===== src/rtl/freq_gate_ctrl_pkg.sv =====
// Shared types and constants for the frequency-meter gate sequencer:
// FSM state encoding, gate_sel encodings and the gate-length divisor table.
package freq_meter_pkg;

  typedef enum logic [1:0] {
    IDLE    = 2'd0,
    GATE    = 2'd1,
    CAPTURE = 2'd2
  } state_t;

  localparam logic [1:0] SEL_1S    = 2'd0;
  localparam logic [1:0] SEL_100MS = 2'd1;
  localparam logic [1:0] SEL_10MS  = 2'd2;
  localparam logic [1:0] SEL_1MS   = 2'd3;

  localparam int DEF_CNT_W = 28;

  localparam int unsigned GATE_DIV [4] = '{1, 10, 100, 1000};

  // Gate window length in clock cycles for a given range selection.
  function automatic int unsigned gate_len(input int unsigned clk_hz, input logic [1:0] sel);
    return clk_hz / GATE_DIV[sel];
  endfunction

endpackage


===== src/rtl/freq_gate_ctrl_if.sv =====
// Control/result bundle between the gate sequencer, the pulse counter and the consumer.
// The ovf signal exists only when FREQ_GATE_OVF_EN is defined.
interface freq_gate_ctrl_if #(
  parameter int CNT_W = 28
);
  logic             start;
  logic             continuous;
  logic             abort;
  logic [1:0]       gate_sel;
  logic [CNT_W-1:0] count_in;
  logic             gate_en;
  logic             busy;
  logic [CNT_W-1:0] result;
  logic [1:0]       result_range;
  logic             result_valid;
`ifdef FREQ_GATE_OVF_EN
  logic             ovf;
`endif

  modport master (
    output start, continuous, abort, gate_sel, count_in,
`ifdef FREQ_GATE_OVF_EN
    input  ovf,
`endif
    input  gate_en, busy, result, result_range, result_valid
  );

  modport slave (
    input  start, continuous, abort, gate_sel, count_in,
`ifdef FREQ_GATE_OVF_EN
    output ovf,
`endif
    output gate_en, busy, result, result_range, result_valid
  );
endinterface


===== src/rtl/freq_gate_ctrl_gate_timer.sv =====
// Loadable down-counter with a zero flag; times both the gate window and the capture delay.
module gate_timer #(
  parameter int W = 26
) (
  input  logic         clk,
  input  logic         rst_n,
  input  logic         load,
  input  logic [W-1:0] load_val,
  input  logic         dec,
  output logic         zero
);
  logic [W-1:0] cnt_reg;

  always_ff @(posedge clk) begin
    if (!rst_n) begin
      cnt_reg <= '0;
    end else if (load) begin
      cnt_reg <= load_val;
    end else if (dec && (cnt_reg != '0)) begin
      cnt_reg <= cnt_reg - 1'b1;
    end
  end

  assign zero = (cnt_reg == '0);
endmodule


===== src/rtl/freq_gate_ctrl.sv =====
// Gate-window sequencer for the frequency meter: opens the counter enable for a precise window,
// waits out the counter pipeline, then latches the count. FREQ_GATE_OVF_EN adds overflow detection.
module freq_gate_ctrl
  import freq_meter_pkg::*;
#(
  parameter int unsigned CLK_HZ      = 50_000_000,
  parameter int          CNT_W       = DEF_CNT_W,
  parameter int          CAPTURE_DLY = 2
) (
  input  logic            clk,
  input  logic            rst_n,
  freq_gate_ctrl_if.slave bus
);
  localparam int TMR_W = $clog2(CLK_HZ + 1);

  state_t           state_reg, state_next;
  logic [1:0]       sel_q_reg, sel_q_next;
  logic             gate_en_reg, gate_en_next;
  logic             busy_reg;
  logic [CNT_W-1:0] result_reg, result_next;
  logic [1:0]       range_reg, range_next;
  logic             valid_reg, valid_next;
`ifdef FREQ_GATE_OVF_EN
  logic             ovf_reg, ovf_next;
`endif

  logic             tmr_load, tmr_dec, tmr_zero;
  logic [TMR_W-1:0] tmr_val;

  function automatic logic [TMR_W-1:0] win_load(input logic [1:0] sel);
    return TMR_W'(gate_len(CLK_HZ, sel) - 1);
  endfunction

  gate_timer #(.W(TMR_W)) u_timer (
    .clk      (clk),
    .rst_n    (rst_n),
    .load     (tmr_load),
    .load_val (tmr_val),
    .dec      (tmr_dec),
    .zero     (tmr_zero)
  );

  always_comb begin
    state_next   = state_reg;
    sel_q_next   = sel_q_reg;
    gate_en_next = 1'b0;
    result_next  = result_reg;
    range_next   = range_reg;
    valid_next   = 1'b0;
`ifdef FREQ_GATE_OVF_EN
    ovf_next     = ovf_reg;
`endif
    tmr_load     = 1'b0;
    tmr_val      = '0;
    tmr_dec      = 1'b0;

    if (bus.abort) begin
      state_next = IDLE;
    end else begin
      case (state_reg)
        IDLE: begin
          if (bus.start) begin
            sel_q_next   = bus.gate_sel;
            tmr_load     = 1'b1;
            tmr_val      = win_load(bus.gate_sel);
            gate_en_next = 1'b1;
            state_next   = GATE;
          end
        end
        GATE: begin
          if (tmr_zero) begin
            tmr_load   = 1'b1;
            tmr_val    = TMR_W'(CAPTURE_DLY - 1);
            state_next = CAPTURE;
          end else begin
            tmr_dec      = 1'b1;
            gate_en_next = 1'b1;
          end
        end
        CAPTURE: begin
          if (tmr_zero) begin
            range_next = sel_q_reg;
            valid_next = 1'b1;
`ifdef FREQ_GATE_OVF_EN
            ovf_next    = &bus.count_in;
            result_next = (&bus.count_in) ? {CNT_W{1'b1}} : bus.count_in;
`else
            result_next = bus.count_in;
`endif
            // Back-to-back windows: the capture delay already kept the counter disabled.
            if (bus.continuous) begin
              sel_q_next   = bus.gate_sel;
              tmr_load     = 1'b1;
              tmr_val      = win_load(bus.gate_sel);
              gate_en_next = 1'b1;
              state_next   = GATE;
            end else begin
              state_next = IDLE;
            end
          end else begin
            tmr_dec = 1'b1;
          end
        end
        default: state_next = IDLE;
      endcase
    end
  end

  always_ff @(posedge clk) begin
    if (!rst_n) begin
      state_reg   <= IDLE;
      sel_q_reg   <= '0;
      gate_en_reg <= 1'b0;
      busy_reg    <= 1'b0;
      result_reg  <= '0;
      range_reg   <= '0;
      valid_reg   <= 1'b0;
`ifdef FREQ_GATE_OVF_EN
      ovf_reg     <= 1'b0;
`endif
    end else begin
      state_reg   <= state_next;
      sel_q_reg   <= sel_q_next;
      gate_en_reg <= gate_en_next;
      busy_reg    <= (state_next != IDLE);
      result_reg  <= result_next;
      range_reg   <= range_next;
      valid_reg   <= valid_next;
`ifdef FREQ_GATE_OVF_EN
      ovf_reg     <= ovf_next;
`endif
    end
  end

  assign bus.gate_en      = gate_en_reg;
  assign bus.busy         = busy_reg;
  assign bus.result       = result_reg;
  assign bus.result_range = range_reg;
  assign bus.result_valid = valid_reg;
`ifdef FREQ_GATE_OVF_EN
  assign bus.ovf          = ovf_reg;
`endif
endmodule


===== src/flat_wrapper.sv =====
// flat-port wrapper written by rule: the top's interface ports become plain ports
module freq_gate_ctrl_flat import freq_meter_pkg::*;
#(
  parameter int unsigned CLK_HZ      = 50_000_000,
  parameter int          CNT_W       = DEF_CNT_W,
  parameter int          CAPTURE_DLY = 2
)
  (clk, rst_n, bus_start, bus_continuous, bus_abort, bus_gate_sel, bus_count_in, bus_gate_en, bus_busy, bus_result, bus_result_range, bus_result_valid);
  freq_gate_ctrl_if #(.CNT_W(CNT_W)) bus_i ();
  input  logic clk;
  input  logic rst_n;
  input wire logic [$bits(bus_i.start)-1:0] bus_start;
  input wire logic [$bits(bus_i.continuous)-1:0] bus_continuous;
  input wire logic [$bits(bus_i.abort)-1:0] bus_abort;
  input wire logic [$bits(bus_i.gate_sel)-1:0] bus_gate_sel;
  input wire logic [$bits(bus_i.count_in)-1:0] bus_count_in;
  output wire logic [$bits(bus_i.gate_en)-1:0] bus_gate_en;
  output wire logic [$bits(bus_i.busy)-1:0] bus_busy;
  output wire logic [$bits(bus_i.result)-1:0] bus_result;
  output wire logic [$bits(bus_i.result_range)-1:0] bus_result_range;
  output wire logic [$bits(bus_i.result_valid)-1:0] bus_result_valid;
  assign bus_i.start = bus_start;
  assign bus_i.continuous = bus_continuous;
  assign bus_i.abort = bus_abort;
  assign bus_i.gate_sel = bus_gate_sel;
  assign bus_i.count_in = bus_count_in;
  assign bus_gate_en = bus_i.gate_en;
  assign bus_busy = bus_i.busy;
  assign bus_result = bus_i.result;
  assign bus_result_range = bus_i.result_range;
  assign bus_result_valid = bus_i.result_valid;
  freq_gate_ctrl #(.CLK_HZ(CLK_HZ), .CNT_W(CNT_W), .CAPTURE_DLY(CAPTURE_DLY)) u_core (.clk(clk), .rst_n(rst_n), .bus(bus_i));
endmodule

===== config.mk =====
export PLATFORM = sky130hd
export DESIGN_NAME = freq_gate_ctrl_flat
export DESIGN_NICKNAME = d
export VERILOG_FILES = /design/src/rtl/freq_gate_ctrl_pkg.sv /design/src/rtl/freq_gate_ctrl_if.sv /design/src/rtl/freq_gate_ctrl_gate_timer.sv /design/src/rtl/freq_gate_ctrl.sv /design/src/flat_wrapper.sv
export SDC_FILE = /design/constraint.sdc
export NUM_CORES = 1
export LEC_CHECK = 0
export CORE_UTILIZATION = 55
export CTS_CLUSTER_DIAMETER = 150
export DETAILED_ROUTE_END_ITERATION = 8
export PLACE_DENSITY = 0.81
export SLEW_MARGIN = 20
export SYNTH_ARGS = -nofsm -noshare
export SYNTH_HDL_FRONTEND = slang
export SYNTH_HIERARCHICAL = 1
export SYNTH_SLANG_ARGS = --single-unit

===== constraint.sdc =====
create_clock -name clk -period 22.1 [get_ports clk]
set_input_delay 4.42 -clock clk [delete_from_list [all_inputs] [get_ports clk]]
set_output_delay 4.42 -clock clk [all_outputs]
set_load 0.01 [all_outputs]

# Word level (Yosys, flattened, before mapping)
# Cells that the tools add are included.
[word_totals]
word_cells = 64
input_bits = 35
reg_bits = 63
out_inout_bits = 33
[op_classes]
order_cmp = 1
bitwise = 4
n_div = 1
mux = 31
reduce_logical = 12
addsub = 2
n_eq_ne = 5
[op_table]
columns = ["cell", "count"]
rows = [
  ["26-bit 2-to-1 mux", 6],
  ["26-bit one-hot mux with 3 select lines", 1],
  ["32-bit binary-select mux with 2-bit select", 1],
  ["32-bit 2-to-1 mux", 2],
  ["26-bit by 1-bit subtractor with 26-bit output, second input constant", 2],
  ["26-bit by 32-bit divider with 32-bit output, first input constant", 1],
  ["26-bit logical NOT", 1],
  ["26-bit nonzero test", 1],
  ["2-bit 2-to-1 mux", 7],
  ["1-bit 2-to-1 mux", 10],
  ["1-bit one-hot mux with 3 select lines", 2],
  ["2-bit one-hot mux with 3 select lines", 1],
  ["2-bit nonzero test", 3],
  ["5-bit AND reduction", 1],
  ["2-bit inequality test, second input constant", 2],
  ["2-bit one-hot mux with 2 select lines", 1],
  ["2-bit OR reduction", 2],
  ["3-bit greater-or-equal comparator, second input constant", 1],
  ["1-bit inverter", 3],
  ["2-bit inverter with 3-bit output", 1],
  ["3-bit AND reduction", 1],
  ["3-bit OR reduction", 1],
  ["2-bit by 1-bit equality test with 1-bit output, second input constant", 1],
  ["2-bit equality test, second input constant", 1],
  ["other kinds (3)", 3],
]

# Depth between registers and ports, before layout
[logic_depth]
word_depth = 11
depth_mapped = 88

# Cells and area by module
# The synthesis kept the hierarchy.
[modules_own_cells]
columns = ["module", "instances", "area_each_um2", "cells_per_inst", "seq_area_each_um2"]
rows = [
  ["freq_gate_ctrl", 1, 7219.4, 1084, 740.7],
  ["gate_timer", 1, 1531.5, 192, 520.5],
]

# Worst setup path after synthesis
# Ideal clock, no wire load.
[synth_timing]
kind = "input -> register"
from = "in bus_gate_sel[1]"
to = "reg u_core.u_timer.cnt_reg[2]"
path_stages = 83
required_ns = 21.968
arrival_time_ns = 20.368
setup_ns = 0.132
path_slack_ns = 1.600
path_cell_list = "inv_1 -> ha_1 -> clkbuf_1 -> clkbuf_1 -> clkbuf_1 -> clkbuf_1 -> clkbuf_1 -> and3_1 -> ha_1 -> a21oi_1 -> nor2_1 -> ha_1 -> and3b_1 -> o311a_1 -> ha_1 -> a311oi_2 -> nand4_1 -> o21ai_1 -> [... 47 more ...] -> a31o_2 -> o311a_1 -> nand4bb_1 -> nor2_1 -> mux2_2 -> ha_1 -> a21oi_1 -> nor2_1 -> a2111oi_0 -> nand2_1 -> a21oi_1 -> nand2_1 -> inv_1 -> ha_1 -> xnor2_1 -> nor2_1 -> o21ai_0 -> a21oi_1"
[synth_via]
elab_chain_cells = 11
[synth_rtl]
columns = ["element", "line_no", "source"]
rows = [
  ["start: declaration", "flat_wrapper.sv:15", "input wire logic [$bits(bus_i.gate_sel)-1:0] bus_gate_sel;"],
  ["2-bit inverter with 3-bit output (implied by the code) *", "freq_gate_ctrl_pkg.sv:22", "return clk_hz / GATE_DIV[sel];"],
  ["32-bit binary-select mux with 2-bit select *", "freq_gate_ctrl_pkg.sv:22", ""],
  ["32-bit 2-to-1 mux (implied by the code) * (2 in series)", "freq_gate_ctrl_pkg.sv:22", ""],
  ["26-bit by 32-bit divider with 32-bit output *", "freq_gate_ctrl_pkg.sv:22", ""],
  ["26-bit by 1-bit subtractor with 26-bit output *", "freq_gate_ctrl.sv:31", "return TMR_W'(gate_len(CLK_HZ, sel) - 1);"],
  ["26-bit 2-to-1 mux", "freq_gate_ctrl.sv:91", "if (bus.continuous) begin"],
  ["26-bit 2-to-1 mux", "freq_gate_ctrl.sv:81", "if (tmr_zero) begin"],
  ["26-bit one-hot mux with 3 select lines *", "freq_gate_ctrl.sv:60", "case (state_reg)"],
  ["26-bit 2-to-1 mux *", "freq_gate_ctrl.sv:57", "if (bus.abort) begin"],
  ["net u_core.tmr_val[2]", "freq_gate_ctrl.sv:28", "logic [TMR_W-1:0] tmr_val;"],
  ["26-bit 2-to-1 mux *", "freq_gate_ctrl_gate_timer.sv:17", "end else if (load) begin"],
  ["end signal: assignment", "freq_gate_ctrl_gate_timer.sv:18", "cnt_reg <= load_val;"],
  ["end signal: assignment", "freq_gate_ctrl_gate_timer.sv:20", "cnt_reg <= cnt_reg - 1'b1;"],
  ["end: declaration", "freq_gate_ctrl_gate_timer.sv:12", "logic [W-1:0] cnt_reg;"],
]
# Mark *: on every way through the listed nets, which the timed path passes. The rest lies on a longest branch. The select of a mux whose other input is x is not followed.
# A chain may end at the register's enable or synchronous reset.

# Worst setup path after layout
[layout_timing]
from = "in bus_gate_sel[0]"
to = "reg u_core.u_timer.cnt_reg[2]"
# Same word-level chain as after synthesis.

==> out/qor.txt <==
CP max stage cell: clkdlybuf4s50_1
Core Rows: 45
Synthesized Nets: 1367
DP Worst Slack: 485 ps
Number of global-route vias before repair: 9317
Number of flops mapped to enable cells by yosys: 0
Die X: 128 microns
WP data arrival: 21250 ps
Total Nets Final: 1404
Top_reg_cell synth: dfxtp_1
Final setup violating endpoints: 0
Die Y: 128 microns
Setup CP Type: input pin to flip-flop
H-tree Lvls: 3
Diode count: 0
Post-route minimum period: 21070 ps
Final Wtd Congestion: 1.03
Slew @ Worst Pin: 1080 ps
Nature of the critical path endpoint: flip-flop
Vias post-DR: 10500
Synth top area share: 14.4%
Reg-to-Reg End: u_core/u_timer/cnt_reg[17]
Synth unique cells: 102
GRT Total Usage: 36.4%
Leading post-synthesis cells by cell area: dfxtp_1 14%, ha_1 8.0%, nand2_1 7.1%, nor2_1 6.0%, a21oi_1 5.2%
Die area: 16400 sq um
WHS Endpoint: u_core/bus.result_range[0]
DP Wirelength: 21.6 mm
Final Util: 64.6%
CP dominant cell by count: ha_1
Register area share after synthesis: 14.4%
Final Hold Viols: 0
Final WS setup: 1030 ps
Mapped Area: 8750 sq um
# port buffers: 67
Max incr delay on CP: 640 ps
Pre-antenna DRT Iters: 7
Clock transition at path regs: 50 ps
P per Cell Area: 49.9 nW/um^2
Synth Instances: 1276
Drt total wl: 30.1 mm
Residual DRC: 0
Share of cells above drive strength 1: 8.42%
Synth cell count leaders: 165 x nand2_1, 140 x nor2_1, 91 x a21oi_1, 76 x o21ai_0, 63 x dfxtp_1
Core Box Area: 15400 sq um
Pins Over Slew Limit: 0
Hold Path Depth: 2
Critical path origin: bus_gate_sel[0]
Max reg flops: 28
Worst Path Required: 22280 ps
Worst R2R Start: u_core/u_timer/cnt_reg[0]
Worst vdd rail ir drop: 0.0355 mV
Largest area contributor in the netlist: dfxtp_1
Layout Skew: 4.63 ps
CP Launch Type: input pin
Status: finished clean
Starting density of the core: 56.9%
CTS tree: yes
Fmax: 0.0475 GHz
Slew margin rel.: 27.7%
Largest net degree at the start of global routing: 61
Initial DRC count: 1467
CTS Buf Count: 9
Post-synth ARST share: 0%
Post-Syn Area per Cell: 6.86 sq um
Count leader, synth: nand2_1
Max Root-Sink Buffers: 2
CTS Sinks: 63
P&R area growth vs syn: 13.5%
Lkg Pwr: 0.00375 uW
# hold bufs at CTS: 0
Startpoint of the worst hold path: u_core/bus.result_range[0]
Final period util: 95.3%
FF+latch count, synth: 63
Antenna Nets Post-Route: 0
Worst Path Buf+Inv: 6
Max Cap Viol: 0
Yosys warning count: 6
Cell family with most CP delay: compound AO/OA/AOI/OAI gates
Hold Path Class: flip-flop to flip-flop
Grt total ovfl: 0
Flop2flop setup slack: 17560 ps
Clock Latency Late Sink: 330 ps
IO Pins: 68
First-pass GRT wire length: 47.8 mm
Number of vias per cell: 6.85
Avg WL per Cell: 19.7 microns
R2R depth: 10
Antenna violations before repair: 0
Clock root buffer: clkbuf_16
Critical-path maximum fanout: 18
## worst max path at each step
stage / end / slack (ps) / depth (start not counted)
floorplan: u_core/u_timer/cnt_reg[2] / 1600 / 83
global placement: u_core/u_timer/cnt_reg[2] / 1140 / 76
detailed placement: u_core/u_timer/cnt_reg[2] / 490 / 78
CTS: u_core/u_timer/cnt_reg[2] / 730 / 78
global route: u_core/u_timer/cnt_reg[2] / -7 / 78
finish: u_core/u_timer/cnt_reg[2] / 1030 / 77
## per-layer routing
metal  vias up  track usage, %  wire length [microns]
met5         -               0                      0
met4         0            17.0                   1380
met3       140            7.35                   3520
met2       768            56.0                  12900
met1      4769            48.5                  12400
li1       4792               -                      -
## worst reg2reg max path, cell delays in order (launching register included)
cell	delay, ps
dfxtp_1	320
inv_1	90
ha_1	170
or4b_1	600
or4_1	540
nor2_1	600
a32oi_1	350
a21boi_1	260
clkinv_1	820
and4_1	550
nor3_1	170
## report_power, final
| part | leakage (uW) | internal, uW | switching, uW |
|---|---|---|---|
| Clock | 0.000132 | 78.6 | 51.3 |
| Sequential | 0.000512 | 118 | 3.94 |
| Combinational | 0.00310 | 91.1 | 153 |
## cells in the final DEF, fill, tap and decap left out, types with 8 or more instances in the layout
master | netlist | final
a211o_1 | 8 | 8
a211oi_1 | 19 | 19
a21boi_0 | 35 | 34
a21o_1 | 18 | 18
a21oi_1 | 91 | 91
a31oi_1 | 26 | 25
and2_1 | 8 | 8
and3_1 | 12 | 12
buf_4 | 1 | 26
clkbuf_16 | 0 | 9
clkdlybuf4s50_1 | 0 | 67
dfxtp_1 | 63 | 63
ha_1 | 56 | 56
inv_1 | 34 | 32
mux2_2 | 10 | 10
mux2i_1 | 15 | 13
nand2_1 | 165 | 165
nand2b_1 | 18 | 18
nand3_1 | 41 | 40
nand3b_1 | 8 | 8
nand4_1 | 18 | 18
nor2_1 | 140 | 139
nor2b_1 | 23 | 23
nor3_1 | 35 | 35
nor3b_1 | 11 | 11
nor4_1 | 12 | 12
o211ai_1 | 11 | 11
o21a_1 | 9 | 9
o21ai_0 | 76 | 75
o21ai_1 | 7 | 8
o31a_1 | 8 | 8
o31ai_1 | 19 | 18
or2_2 | 11 | 11
or3_1 | 20 | 20
or4_1 | 13 | 13
xnor2_1 | 34 | 34
xor2_1 | 12 | 12
## stage by stage
step	power (uW)	hold WS [ps]	TNS (ps)	area (sq um)	std cells
detailed placement	355	456	0	9580	1509
finish	496	460	0	9930	1529
global route	522	481	-7.15	9930	1529
floorplan	297	441	0	8750	1276
global placement	352	451	0	9580	1509
CTS	485	464	0	9850	1525
## layout make-up
| cell class | instances | area (sq um) |
|---|---|---|
| clock buffer | 11 | 243 |
| clock inverter | 5 | 33.8 |
| fill | 1391 | 5440 |
| inverter | 38 | 146 |
| multi-input combinational | 1107 | 7100 |
| sequential | 63 | 1260 |
| tap | 211 | 264 |
| timing repair buffer | 94 | 881 |
## timing repair
action                                  4_1_cts  5_1_grt
gates resized for setup                       0       10
endpoints found under the setup margin        0        5
setup buffers                                 0        3
## logic make-up (layout without fill, tap and decap cells)
kind of cell	count (synthesis)	in the layout	share of synthesized area [%]
mux	28	28	3.46
fa+ha+maj	56	56	8.01
flops	63	63	14.4
compound gates	407	407	31.8
xor+xnor	46	46	4.60
simple gates	570	570	32.9
buf+inv	106	148	4.86
(Power assumes the default switching activity.)
==> edit 1: new RTL, config.mk and constraints unchanged <==
`CLK_HZ` is set to 50_000_000 in 2 places; all go to 25_000_000.
--- a/src/rtl/freq_gate_ctrl.sv
+++ b/src/rtl/freq_gate_ctrl.sv
@@ -3,7 +3,7 @@
 module freq_gate_ctrl
   import freq_meter_pkg::*;
 #(
-  parameter int unsigned CLK_HZ      = 50_000_000,
+  parameter int unsigned CLK_HZ      = 25_000_000,
   parameter int          CNT_W       = DEF_CNT_W,
   parameter int          CAPTURE_DLY = 2
 ) (
--- a/src/flat_wrapper.sv
+++ b/src/flat_wrapper.sv
@@ -1,7 +1,7 @@
 // flat-port wrapper written by rule: the top's interface ports become plain ports
 module freq_gate_ctrl_flat import freq_meter_pkg::*;
 #(
-  parameter int unsigned CLK_HZ      = 50_000_000,
+  parameter int unsigned CLK_HZ      = 25_000_000,
   parameter int          CNT_W       = DEF_CNT_W,
   parameter int          CAPTURE_DLY = 2
 )
Check against the original RTL: same outputs for any inputs over 10 cycles, from zero or initial values and one cycle with rst_n low; that may be too few to reach the edited logic, so the function may still have changed.
==> edit 1 against the original RTL <==
Count of clock-buffer cells in the layout is 2 lower; non-clock buffer count is 9 lower; design area is 8.0% lower; sequential cell count is 1 lower; area after synthesis is 7.7% lower; power is 5.0% lower; highest routed layer unchanged; setup slack better by 0.037 ns; largest cell class unchanged; routed wire length is 9.1% lower.
==> edit 1: results <==
[run_status]
status = finished, final reports clean

[power_and_ir_drop]
ir_worst_vdd_mv = 0.0342
p_leak_nw = 3.48

[route]
wl_per_cell_um = 19.7
dr.first_iter.drc_count = 1206
vias = 9436
drt-total-wl_mm = 27.4

[logic_synthesis]
yosys-top-cells-area = dfxtp_1, ha_1, nand2_1, o21ai_0, nor2_1
synthTopCellsByCount = nand2_1, nor2_1, o21ai_0
syn-instance-count = 1170
ys_types = 98

[placement]
dp_cells = 1373
dpl.hpwl_mm = 20.1
gp_congestion = 1.00

[layout]
drive_gt1_share_pct = 7.20
nNetsFinal = 1295
largest_register_ffs = 28

[global_route]
grt_pass1_wl_mm = 43.4
grt_max_degree = 61
grt_pass1_vias = 8429

[sta]
worst_pin_slew_ns = 1.07
finClkSkew_ns = 0.00627
setup_violations = 0

[clock_network]
cts_resized = 0
clock_path_buffers = 2

[worst_setup_path]
path_max_fanout = 10
cp.arrival_ns = 21.21
worst_path_max_delay_cell = clkdlybuf4s50_1
slowest_delay_ns = 0.59
==> edit 1: final timing paths <==
kind | end | slack [ns] | startpoint | cells after the start
setup / recovery | u_core/u_timer/cnt_reg[2] | 1.07 | bus_gate_sel[1] | 79
hold / removal | u_core/bus.result[16] | 0.46 | u_core/bus.result[16] | 2
setup reg to reg | u_core/u_timer/cnt_reg[11] | 17.57 | u_core/u_timer/cnt_reg[5] | 9
hold reg to reg | u_core/bus.result[16] | 0.46 | u_core/bus.result[16] | 2
==> edit 1: per-stage QoR <==
stage | hold slack (ns) | worst slack, ns | area, µm² | util (%)
after CTS | 0.466 | 1.27 | 9130 | 64.8
final | 0.463 | 1.07 | 9140 | 64.8
after floorplan | 0.441 | 2.43 | 8070 | -
after global placement | 0.453 | 1.42 | 8850 | 62.8
after detailed placement | 0.458 | 0.958 | 8860 | 62.9
after global routing | 0.484 | 0.0180 | 9140 | 64.8
==> edit 1: per-layer routing <==
metal / vias up / track usage (%) / part of all wire (%)
met5: - / 0 / 0
met4: 0 / 14.1 / 3.5
met3: 96 / 11.2 / 13
met2: 605 / 56.1 / 43
met1: 4337 / 47.0 / 40
li1: 4398 / - / -
==> edit 1: power breakdown <==
group	switching, mW	internal, mW
sequential	0.00507	0.116
clock	0.0514	0.0761
combinational	0.139	0.0837
total	0.195	0.276
==> edit 1: critical path: cells and delay by family <==
family,cells,cell delay (ns)
adders and majority gates,11,2.78
muxes,8,2.12
xor gates and xnor gates,3,0.50
AOI/OAI and AO/OA,23,5.09
and+or+nand+nor,27,5.00
buffers and inverters,7,1.26
==> edit 1: cells by family after synthesis <==
group / after synthesis / synth area share [%]
buffers and inverters: 96 / 4.63
and+or+nand+nor: 497 / 30.5
adders and majority gates: 56 / 8.68
DFF: 62 / 15.4
AOI/OAI and AO/OA: 395 / 33.4
muxes: 20 / 2.57
xor gates and xnor gates: 44 / 4.77
==> edit 1: final cells by class <==
class	count	area [µm²]
clock inverters	7	48.8
flip-flops and latches	62	1240
fillers	1267	4960
repair buffers	85	801
clock buffers	9	225
multi-input cells	1012	6470
well taps	180	225
inverters	34	128
==> edit 2: new RTL, same flow settings <==
Made on the original files. The 3 states of `state_t` get a one-hot encoding in 3 bits.
--- a/src/rtl/freq_gate_ctrl_pkg.sv
+++ b/src/rtl/freq_gate_ctrl_pkg.sv
@@ -2,10 +2,10 @@
 // FSM state encoding, gate_sel encodings and the gate-length divisor table.
 package freq_meter_pkg;
 
-  typedef enum logic [1:0] {
-    IDLE    = 2'd0,
-    GATE    = 2'd1,
-    CAPTURE = 2'd2
+  typedef enum logic [2:0] {
+    IDLE    = 3'b001,
+    GATE    = 3'b010,
+    CAPTURE = 3'b100
   } state_t;
 
   localparam logic [1:0] SEL_1S    = 2'd0;
Check against the original RTL: no difference found for any inputs over 4 cycles, from zero or initial values and one cycle with rst_n low; so few cycles prove little.
==> edit 2 against the original RTL <==
Sequential share of layout area grew 0.065 points; power rose by 1.1%; routed wire length is 4.0% higher; sequential cell count up 1; design area increased by 1.1%; setup slack lost 0.036 ns; area after synthesis about the same; critical endpoint unchanged.
==> edit 2: results <==
[global_route]
grtUsageMet1_pct = 52.3
grtUsageMet3_pct = 10.1
grt_max_degree = 62
track_usage_pct = 37.2
grt_pass1_wl_mm = 48.9
grt_pass1_vias = 9375
grt_use_met2_pct = 53.9

[clock_network]
cts_sinks = 64
cts-root-buf = clkbuf_16

[logic_synthesis]
ys_seq_area_share_pct = 14.6
synth.mux.area_fraction_pct = 3.10
synth_nets = 1360
syn-instance-count = 1273
synth_compound_area_share_pct = 35.8
synthXorXnorAreaFrac_pct = 3.90
synthAdderAreaFrac_pct = 7.43
yosys-top-cells-area = dfxtp_1, ha_1, nand2_1, nor2_1, a21oi_1
synthTopCellsByCount = nand2_1, nor2_1, a21oi_1

[worst_setup_path]
r2r_slack_ns = 17.70
cp.arrival_ns = 21.29
r2r_cells = 15
path_max_fanout = 16
crit_path_start = bus_gate_sel[1]
slowest_delay_ns = 0.63
r2r-end = u_core/u_timer/cnt_reg[9]
cp-endpoint = u_core/u_timer/cnt_reg[2]

[sta]
hold_ws_ns = 0.460
finClkSkew_ns = 0.00393
worst_pin_slew_ns = 1.10
max_freq_mhz = 47.4

[hold_path]
min_from = u_core/bus.result_range[1]
holdPathEnd = u_core/bus.result_range[1]

[placement]
port_buffers = 67
dp_cells = 1508
dpl.hpwl_mm = 22.2
dpl_cell_area_um2 = 9620
gp_congestion = 1.02
place_ws_ns = 0.312

[power_and_ir_drop]
p_leak_nw = 3.75
pwr-share-comb_pct = 48.9
ir_worst_vdd_mv = 0.0429
internal_power_mw = 0.294

[layout]
buffers = 104
multi_input_area_um2 = 7120
inverters = 36
multi_input_gates = 1097
seq_share_pct = 12.8
drive_gt1_share_pct = 9.42
area_share_clock_buf_inv_pct = 2.84
clock_buffers = 13
nonClkBufAreaFrac_pct = 9.48

[route]
vias = 10600
dr.first_iter.drc_count = 1570
drt-total-wl_mm = 31.3
firstDrtPassIters = 6

[run_status]
status = finished, final reports clean

[floorplan]
die-area_um2 = 16400
-- edit 2: cell count changes after synthesis, moves of 6 or more --
cell / change
o21ai_0: +9
o31ai_1: -8
a21o_1: -9
or3_1: -6
nor4_1: +6
o41ai_1: +6
nor2b_1: -8
buf_2: +7
o311a_1: +7
a211oi_1: +6
-- edit 2: per-layer routing --
metal	wire length [µm]	vias to the layer above	share of wire (%)
met2	12800	787	41
met5	0	-	0
met4	1270	0	4.1
met3	4200	139	13
li1	-	4853	-
met1	13000	4793	42
-- edit 2: cell families after synthesis --
group           after synthesis
xor+xnor                     39
simple gates                538
compound gates              444
flops                        64
fa+ha+maj                    52
mux                          24
buf+inv                     112
-- edit 2: metrics by stage --
| step | total power, mW | utilization, % |
|---|---|---|
| after floorplan | 0.295 | - |
| after global routing | 0.528 | 65.3 |
| after detailed placement | 0.354 | 62.6 |
| final | 0.501 | 65.3 |
| after global placement | 0.353 | 62.6 |
| after CTS | 0.487 | 64.5 |
